[src/rtl/mips_pkg.sv]
// Shared constants for the multicycle MIPS front end:
// opcode values and next-PC source encodings.
package mips_pkg;

    localparam logic [5:0] OP_RTYPE = 6'h00;
    localparam logic [5:0] OP_J     = 6'h02;
    localparam logic [5:0] OP_JAL   = 6'h03;
    localparam logic [5:0] OP_BEQ   = 6'h04;
    localparam logic [5:0] OP_BNE   = 6'h05;
    localparam logic [5:0] OP_ADDI  = 6'h08;
    localparam logic [5:0] OP_ANDI  = 6'h0C;
    localparam logic [5:0] OP_LW    = 6'h23;
    localparam logic [5:0] OP_SW    = 6'h2B;

    typedef enum logic [1:0] {
        PCSRC_ALU    = 2'b00,
        PCSRC_ALUOUT = 2'b01,
        PCSRC_JUMP   = 2'b10,
        PCSRC_RS     = 2'b11
    } pcsrc_e;

endpackage

[src/rtl/pc_ir_unit_branch_resolve.sv]
// Decides whether the PC is loaded this cycle.
// Ports: pc_write, pc_write_condition, zero, opcode -> take.
import mips_pkg::*;

module branch_resolve (
    input  logic       pc_write,
    input  logic       pc_write_condition,
    input  logic       zero,
    input  logic [5:0] opcode,
    output logic       take
);

    logic w_is_bne;

    // bne inverts the zero sense; every other opcode acts as beq
    assign w_is_bne = (opcode == OP_BNE);
    assign take     = pc_write | (pc_write_condition & (zero ^ w_is_bne));

endmodule

[src/rtl/pc_ir_unit.sv]
// PC, IR, MDR and ALUOut registers of the multicycle MIPS datapath,
// with branch resolve, memory address mux, field decode and debug state.
// Inputs: controller strobes (pc_write, pc_write_condition, pcsrc, IorD,
//   IR_write), zero, alu_result, rs_data, mem_rdata.
// Outputs: mem_addr, pc, ir + decoded fields, mdr, alu_out,
//   misalign_err (sticky), instr_count.
import mips_pkg::*;

module pc_ir_unit #(
    parameter int          WIDTH    = 32,
    parameter logic [31:0] RESET_PC = 32'h0000_0000,
    parameter int          CNT_W    = 32
) (
    input  logic             clk,
    input  logic             reset,
    input  logic             pc_write,
    input  logic             pc_write_condition,
    input  logic [1:0]       pcsrc,
    input  logic             IorD,
    input  logic             IR_write,
    input  logic             zero,
    input  logic [WIDTH-1:0] alu_result,
    input  logic [WIDTH-1:0] rs_data,
    input  logic [WIDTH-1:0] mem_rdata,
    output logic [WIDTH-1:0] mem_addr,
    output logic [WIDTH-1:0] pc,
    output logic [WIDTH-1:0] ir,
    output logic [5:0]       opcode,
    output logic [5:0]       funct,
    output logic [4:0]       rs,
    output logic [4:0]       rt,
    output logic [4:0]       rd,
    output logic [WIDTH-1:0] imm_sext,
    output logic [WIDTH-1:0] mdr,
    output logic [WIDTH-1:0] alu_out,
    output logic             misalign_err,
    output logic [CNT_W-1:0] instr_count
);

    logic [WIDTH-1:0] r_pc;
    logic [WIDTH-1:0] r_ir;
    logic [WIDTH-1:0] r_mdr;
    logic [WIDTH-1:0] r_alu_out;
    logic             r_misalign;
    logic [CNT_W-1:0] r_cnt;

    logic             w_take;
    logic [WIDTH-1:0] w_next;
    logic [WIDTH-1:0] w_jump;

    branch_resolve u_branch (
        .pc_write           (pc_write),
        .pc_write_condition (pc_write_condition),
        .zero               (zero),
        .opcode             (r_ir[31:26]),
        .take               (w_take)
    );

    // Jump uses the PC already advanced during fetch
    assign w_jump = {r_pc[WIDTH-1:28], r_ir[25:0], 2'b00};

    always_comb begin
        w_next = alu_result;
        unique case (pcsrc)
            PCSRC_ALU:    w_next = alu_result;
            PCSRC_ALUOUT: w_next = r_alu_out;
            PCSRC_JUMP:   w_next = w_jump;
            PCSRC_RS:     w_next = rs_data;
        endcase
    end

    always_ff @(posedge clk or negedge reset) begin
        if (!reset) begin
            r_pc       <= WIDTH'(RESET_PC);
            r_ir       <= '0;
            r_mdr      <= '0;
            r_alu_out  <= '0;
            r_misalign <= 1'b0;
            r_cnt      <= '0;
        end else begin
            r_alu_out <= alu_result;
            r_mdr     <= mem_rdata;
            if (IR_write) begin
                r_ir  <= mem_rdata;
                r_cnt <= r_cnt + {{(CNT_W-1){1'b0}}, 1'b1};
            end
            if (w_take) begin
                // Low bits are forced to word alignment; a
                // nonzero request is remembered until reset
                r_pc <= {w_next[WIDTH-1:2], 2'b00};
                if (w_next[1:0] != 2'b00)
                    r_misalign <= 1'b1;
            end
        end
    end

    assign mem_addr     = IorD ? r_alu_out : r_pc;
    assign pc           = r_pc;
    assign ir           = r_ir;
    assign opcode       = r_ir[31:26];
    assign rs           = r_ir[25:21];
    assign rt           = r_ir[20:16];
    assign rd           = r_ir[15:11];
    assign funct        = r_ir[5:0];
    assign imm_sext     = {{(WIDTH-16){r_ir[15]}}, r_ir[15:0]};
    assign mdr          = r_mdr;
    assign alu_out      = r_alu_out;
    assign misalign_err = r_misalign;
    assign instr_count  = r_cnt;

endmodule

[config.mk]
export PLATFORM = sky130hd
export DESIGN_NAME = pc_ir_unit
export DESIGN_NICKNAME = d
export VERILOG_FILES = /design/src/rtl/mips_pkg.sv /design/src/rtl/pc_ir_unit_branch_resolve.sv /design/src/rtl/pc_ir_unit.sv
export SDC_FILE = /design/constraint.sdc
export NUM_CORES = 1
export LEC_CHECK = 0
export CAP_MARGIN = 20
export CORE_MARGIN = 10
export CORE_UTILIZATION = 50
export CTS_BUF_LIST = sky130_fd_sc_hd__clkbuf_4 sky130_fd_sc_hd__clkbuf_8 sky130_fd_sc_hd__clkbuf_16
export DETAILED_ROUTE_END_ITERATION = 10
export DONT_BUFFER_PORTS = 1
export PLACE_DENSITY = 0.72
export REMOVE_ABC_BUFFERS = 1
export SLEW_MARGIN = 30
export SYNTH_ARGS = -nofsm -noshare
export SYNTH_HDL_FRONTEND = slang
export SYNTH_HIERARCHICAL = 1
export SYNTH_SLANG_ARGS = --single-unit
[constraint.sdc]
create_clock -name clk -period 4.97 [get_ports clk]
set_clock_uncertainty 0.2 [all_clocks]
set_input_delay 0.7455 -clock clk [delete_from_list [all_inputs] [get_ports clk]]
set_output_delay 0.7455 -clock clk [all_outputs]
set_load 0.005 [all_outputs]
# Word-level counts from Yosys, hierarchy flattened
# Index checks and enable logic that the tools add are counted.
# totals
wordCells	22
input_bits	105
out_inout_bits	252
ff_bits	159
# classes
n_reduce_logical	4
eq_ne	4
n_mux	2
addsub	1
bitwise_logic	4
# op_table
op	count
32-bit case mux with 4 select lines	1
32-bit by 1-bit adder with 32-bit output, second input constant	1
32-bit two-way mux	1
6-bit by 3-bit == test with 1-bit output, second input constant	1
2-bit == test, second input constant	2
2-bit AND reduction	2
2-bit by 1-bit == test with 1-bit output, second input constant	1
2-bit logical NOT	1
2-bit nonzero test	1
1-bit bitwise AND	1
1-bit NOT	1
1-bit OR	1
1-bit XOR	1

# Depth between registers and ports, before layout
# logic_depth
word_depth	5
mapped_depth	8
mapped_depth_nobuf	7

# Modules after synthesis
# The synthesis kept the hierarchy.
# by_module_without_submodules
mod	cells_each	seq_area_each_um2	area_each_um2	instances
pc_ir_unit	484	3978.8	7046.8	1
branch_resolve	7	0.0	57.6	1

# Least setup slack after synthesis
# No wires, ideal clock.
# synth_timing
kind	input port to output port
from	input IorD
to	output mem_addr[10]
path_stages	3
t_arrival_ns	1.628
path_slack_ns	2.397
required_time_ns	4.024
path_buffers	2
cell_sequence	clkbuf_1 buf_2 mux2_2
# synth_between
elab_chain_len	1
# synth_rtl
element	line	rtl
start, declared	pc_ir_unit.sv:19	input logic IorD,
32-bit two-way mux	pc_ir_unit.sv:97	assign mem_addr = IorD ? r_alu_out : r_pc;
end, declared	pc_ir_unit.sv:25	output logic [WIDTH-1:0] mem_addr,
# No other way between the ends.

# Worst setup path in the final report
# layout_timing
from	register r_ir[27] (netlist: ir[27])
to	register r_pc[28] (netlist: pc[28])
# layout_between
elab_chain_len	5
# layout_rtl
element	line	rtl
start, declared	pc_ir_unit.sv:41	logic [WIDTH-1:0] r_ir;
start signal, assigned	pc_ir_unit.sv:84	r_ir <= mem_rdata;
6-bit by 3-bit == test with 1-bit output	pc_ir_unit_branch_resolve.sv:16	assign w_is_bne = (opcode == OP_BNE);
1-bit XOR	pc_ir_unit_branch_resolve.sv:17	assign take = pc_write | (pc_write_condition & (zero ^ w_is_bne));
1-bit bitwise AND	pc_ir_unit_branch_resolve.sv:17	
1-bit OR	pc_ir_unit_branch_resolve.sv:17	
net w_take	pc_ir_unit.sv:47	logic w_take;
2-bit AND reduction (no source line)	--	
end signal, assigned	pc_ir_unit.sv:74	r_pc <= WIDTH'(RESET_PC);
end signal, assigned	pc_ir_unit.sv:90	r_pc <= {w_next[WIDTH-1:2], 2'b00};
end, declared	pc_ir_unit.sv:40	logic [WIDTH-1:0] r_pc;
# The timed path passes the listed nets, and every way through them passes these cells.
# A chain may end at the register's enable or synchronous reset.

==> reports/results.env <==
CTS.ROOT.BUFFER_CELL='sky130_fd_sc_hd__clkbuf_16'
CTS_TREE='yes'
INITIAL_CORE_UTIL=0.5118
CLK-INSERTION-DELAY-LATE_NS=0.41
GLOBALROUTEOVERFLOWTOTAL=0
UNREPAIRED_SETUP_ENDPOINTS_AFTER_GLOBAL_ROUTING='false'
VDD.IR_DROP.WORST_mV=0.2223
GRT_PASS1_WL_MICRONS=28880
DP_HPWL_MICRONS=14130
YOSYSWARNINGS=6
SEQ_AREA_SQ_MM=0.003980
NETLIST_TOP_CELLS_AREA='sky130_fd_sc_hd__dfrtp_1, sky130_fd_sc_hd__mux2_2, sky130_fd_sc_hd__mux4_2'
DETAIL_ROUTED_NET_LENGTH_PER_STANDARD_CELL_MICRONS=30.60
YOSYS_REGISTER_BITS=159
YS_ASYNC_SR_FRACTION=1.000
REPORT.FINAL.HOLD_VIOL_COUNT=0
POST_DETAILED_ROUTE_COUNT_OF_ANTENNA_VIOLATING_NETS=0
ACTUAL_SLEW_AT_THE_WORST_MAX_SLEW_PIN_NS=0.8244
WORST-SETUP-PATH-TYPE='register to register'
POST_PLACEMENT_CELL_AREA_SQ_MM=0.006790
FINAL_SUM_OF_NEGATIVE_SETUP_SLACK_NS=0
SYNTH_TOP_CELL_BY_AREA='sky130_fd_sc_hd__dfrtp_1'
GP_CONGESTION=0.7996
GRT_USAGE=0.1943
FRACTION_OF_POST_SYNTHESIS_CELL_AREA_IN_THE_TOP_CELL_TYPE_BY_AREA=0.5601
WORST_SETUP_HOLD_PATH_CLK_SLEW_NS=0.06
REPORT.FINAL.SLEW_VIOL_COUNT=0
TIMING.FINAL.CRIT_SHARE=0.5055
FINAL.FILL_COUNT=1120
DPL_WORST_SLACK_NS=2.456
DETAIL_ROUTE.WIRELENGTH_MICRONS=19100
FLOORPLAN.DIE.WIDTH_MICRONS=139.2
CLOCKBUFFERDEPTH=2
LAYOUT_SETUP_WS_NS=2.458
SYN2LAYOUT_AREA_GROWTH_PCT=4.438
SYN-CELL-AREA_SQ_MM=0.007104
ANTENNA_CELLS_INSERTED=0
CORE-AREA_SQ_MM=0.01388
SYN_AVG_CELL_AREA_SQ_UM=14.47
FLOORPLAN.DIE_AREA_SQ_MM=0.01938
R2R_SLACK_NS=2.46
CP_DATA_ARRIVAL_TIME_NS=2.61
SYNTH-MAIN-FF-CELL='sky130_fd_sc_hd__dfrtp_1'
SYNTH-EDFF-COUNT=0
POST_ROUTE_CELLS_DRIVE_ABOVE_1_SHARE=0.3671
CELL_WITH_THE_MOST_INSTANCES_AFTER_SYNTHESIS='sky130_fd_sc_hd__dfrtp_1'
ANTENNA_FOUND_INITIAL=1
POST_SYNTH_INST_COUNT=491
SYNTH.CELLS.MOST_FREQUENT='sky130_fd_sc_hd__dfrtp_1, sky130_fd_sc_hd__mux2_2, sky130_fd_sc_hd__buf_4, sky130_fd_sc_hd__mux4_2, sky130_fd_sc_hd__xnor2_1'
DRC_VIOLATIONS=0
TRITONCTS_NUM_SINKS=159
DIEHEIGHT_MICRONS=139.2
POWER_PER_CELL_AREA_mW_PER_MM2=432.0
NETS=538
DRT_PRE_ANTENNA_ITERS=4
END_KIND='register'
ROUTE.VIAS.TOTAL=3859
CRIT_REQUIRED_NS=5.07
SYNTH.DISTINCT_CELLS=38
R2R_START='ir[27]'
SETUP_VIOLATION_TOTAL_IN_THE_FINAL_TIMING_REPORT=0
CTS_MAX_LEVEL=4
DESIGN_AREA_SQ_MM=0.007420
CTS_RESIZED=0
GRT_START_MAX_NET_PINS=160
PLACEMENT.IO_BUFFERS=0
INITIALDRTVIOLATIONCOUNT=281
MAX_CLOCK_FREQ_MHz=398.0
FIRST_GLOBAL_VIAS=4221
CRITICAL_PATH.MAX_FANOUT=36
CRITPATHLAUNCHTYPE='register'
MULTI_INPUT_AREA_SQ_MM=0.002556
VIASPERCELL=6.184
LEAKAGEPOWER_nW=3.102
TIMING.REG2REG.WORST_PATH_DEPTH=7
MAX_SLEW_MARGIN=0.4504
YS_SEQ_AREA_FRAC=0.5601
ENDPOINT_OF_THE_MOST_CRITICAL_REGISTER_TO_REGISTER_PATH='pc[28]'
OUTCOME='finished, final reports clean'
CAP_VIOL_MAX_COUNT=0
HP-CLASS='primary input to async pin'
FINAL.HOLD.WORST_SLACK_NS=0.09483
LAYOUT_MIN_CYCLE_TIME_NS=2.512
CTS_INSERTED_BUFFERS=17
STD_CELL_ROWS=43
NUM_IO_PINS=357
==> worst max-delay path by stage <==
stage / start / slack (ns) / to / cells past startpoint
final: ir[27] / 2.46 / pc[28] / 7
after global routing: ir[27] / 2.30 / pc[30] / 7
after CTS: ir[27] / 2.45 / pc[31] / 7
after detailed placement: ir[27] / 2.46 / pc[31] / 7
after global placement: ir[27] / 2.51 / pc[28] / 7
after floorplan: ir[27] / 1.65 / pc[28] / 5
==> cell families after synthesis <==
logic type,after synthesis,share of synthesized area
AOI/OAI and AO/OA,17,0.01550
xor gates and xnor gates,31,0.03822
adders and majority gates,1,0.001761
buffers and inverters,87,0.08207
DFF,159,0.5601
muxes,115,0.2235
other,1,0.0005278
and+or+nand+nor,80,0.07837
==> final cells by class <==
class	instances	area share
Tap cell	180	0.03035
Inverter	6	0.003035
Clock inverter	8	0.01417
Timing Repair Buffer	2	0.004722
Multi-Input combinational cell	246	0.3445
Sequential cell	159	0.5364
Clock buffer	23	0.06678
==> timing repair <==
item / CTS / global route
hold buffers: 1 / 0
buffers inserted: 0 / 0
endpoints found under the hold margin: 159 / 0
==> per-layer routing <==
metal,GRT usage,wire length [microns],up-vias
met3,0.1027,2284,24
li1,-,-,1576
met4,0.05711,229,2
met2,0.3205,9803,224
met5,0,12,-
met1,0.2128,6766,2033
==> power by group <==
group          total [mW]  switching, mW  internal (mW)  leakage, nW
registers            1.62          0.198           1.42         1.91
logic               0.290          0.124          0.166        0.906
clock network        1.30          0.497          0.803        0.289
total                3.21          0.819           2.39         3.10
==> registers in the layout, summed over array words and instances (netlist names) <==
| register | count |
|---|---|
| alu_out | 32 |
| instr_count | 32 |
| ir | 32 |
| mdr | 32 |
| pc | 30 |
| misalign_err | 1 |
==> stage by stage <==
stage | utilization | cells | power [mW]
after floorplan | - | 411 | 1.795
after global placement | 0.4892 | 592 | 1.896
after detailed placement | 0.4892 | 592 | 1.910
after CTS | 0.5344 | 624 | 3.248
after global routing | 0.5345 | 624 | 3.352
final | 0.5345 | 624 | 3.205
==> worst max-delay path, cell delays in order, from the launching register on <==
cell	delay (ns)
sky130_fd_sc_hd__dfrtp_1	0.43
sky130_fd_sc_hd__or4b_4	0.58
sky130_fd_sc_hd__o311ai_4	0.26
sky130_fd_sc_hd__buf_4	0.46
sky130_fd_sc_hd__nor3b_1	0.26
sky130_fd_sc_hd__a21oi_1	0.06
sky130_fd_sc_hd__nor2_1	0.09
sky130_fd_sc_hd__nor2_1	0.04
==> placed cells by master, fill, tap and decap left out, drive strengths merged, types with 2 or more instances in the layout <==
cell type  netlist  final
nor3             2      2
o311ai           2      2
xor2             5      5
clkinv           0      2
o22ai            4      4
nor3b            4      4
mux4            26     26
nand2b           2      2
nand3           10     10
nor4             6      6
a21oi            5      5
nand4           15     15
clkbuf           7     23
xnor2           26     26
nand2           15     15
nor2            13     13
clkinvlp         0      3
bufinv           0      2
o21ai            4      4
inv              6      7
dfrtp          159    159
buf             74      2
and3             4      4
mux2            89     89
conb             1      2
and2             4      4
No activity file was read; power rests on OpenSTA's default activity.
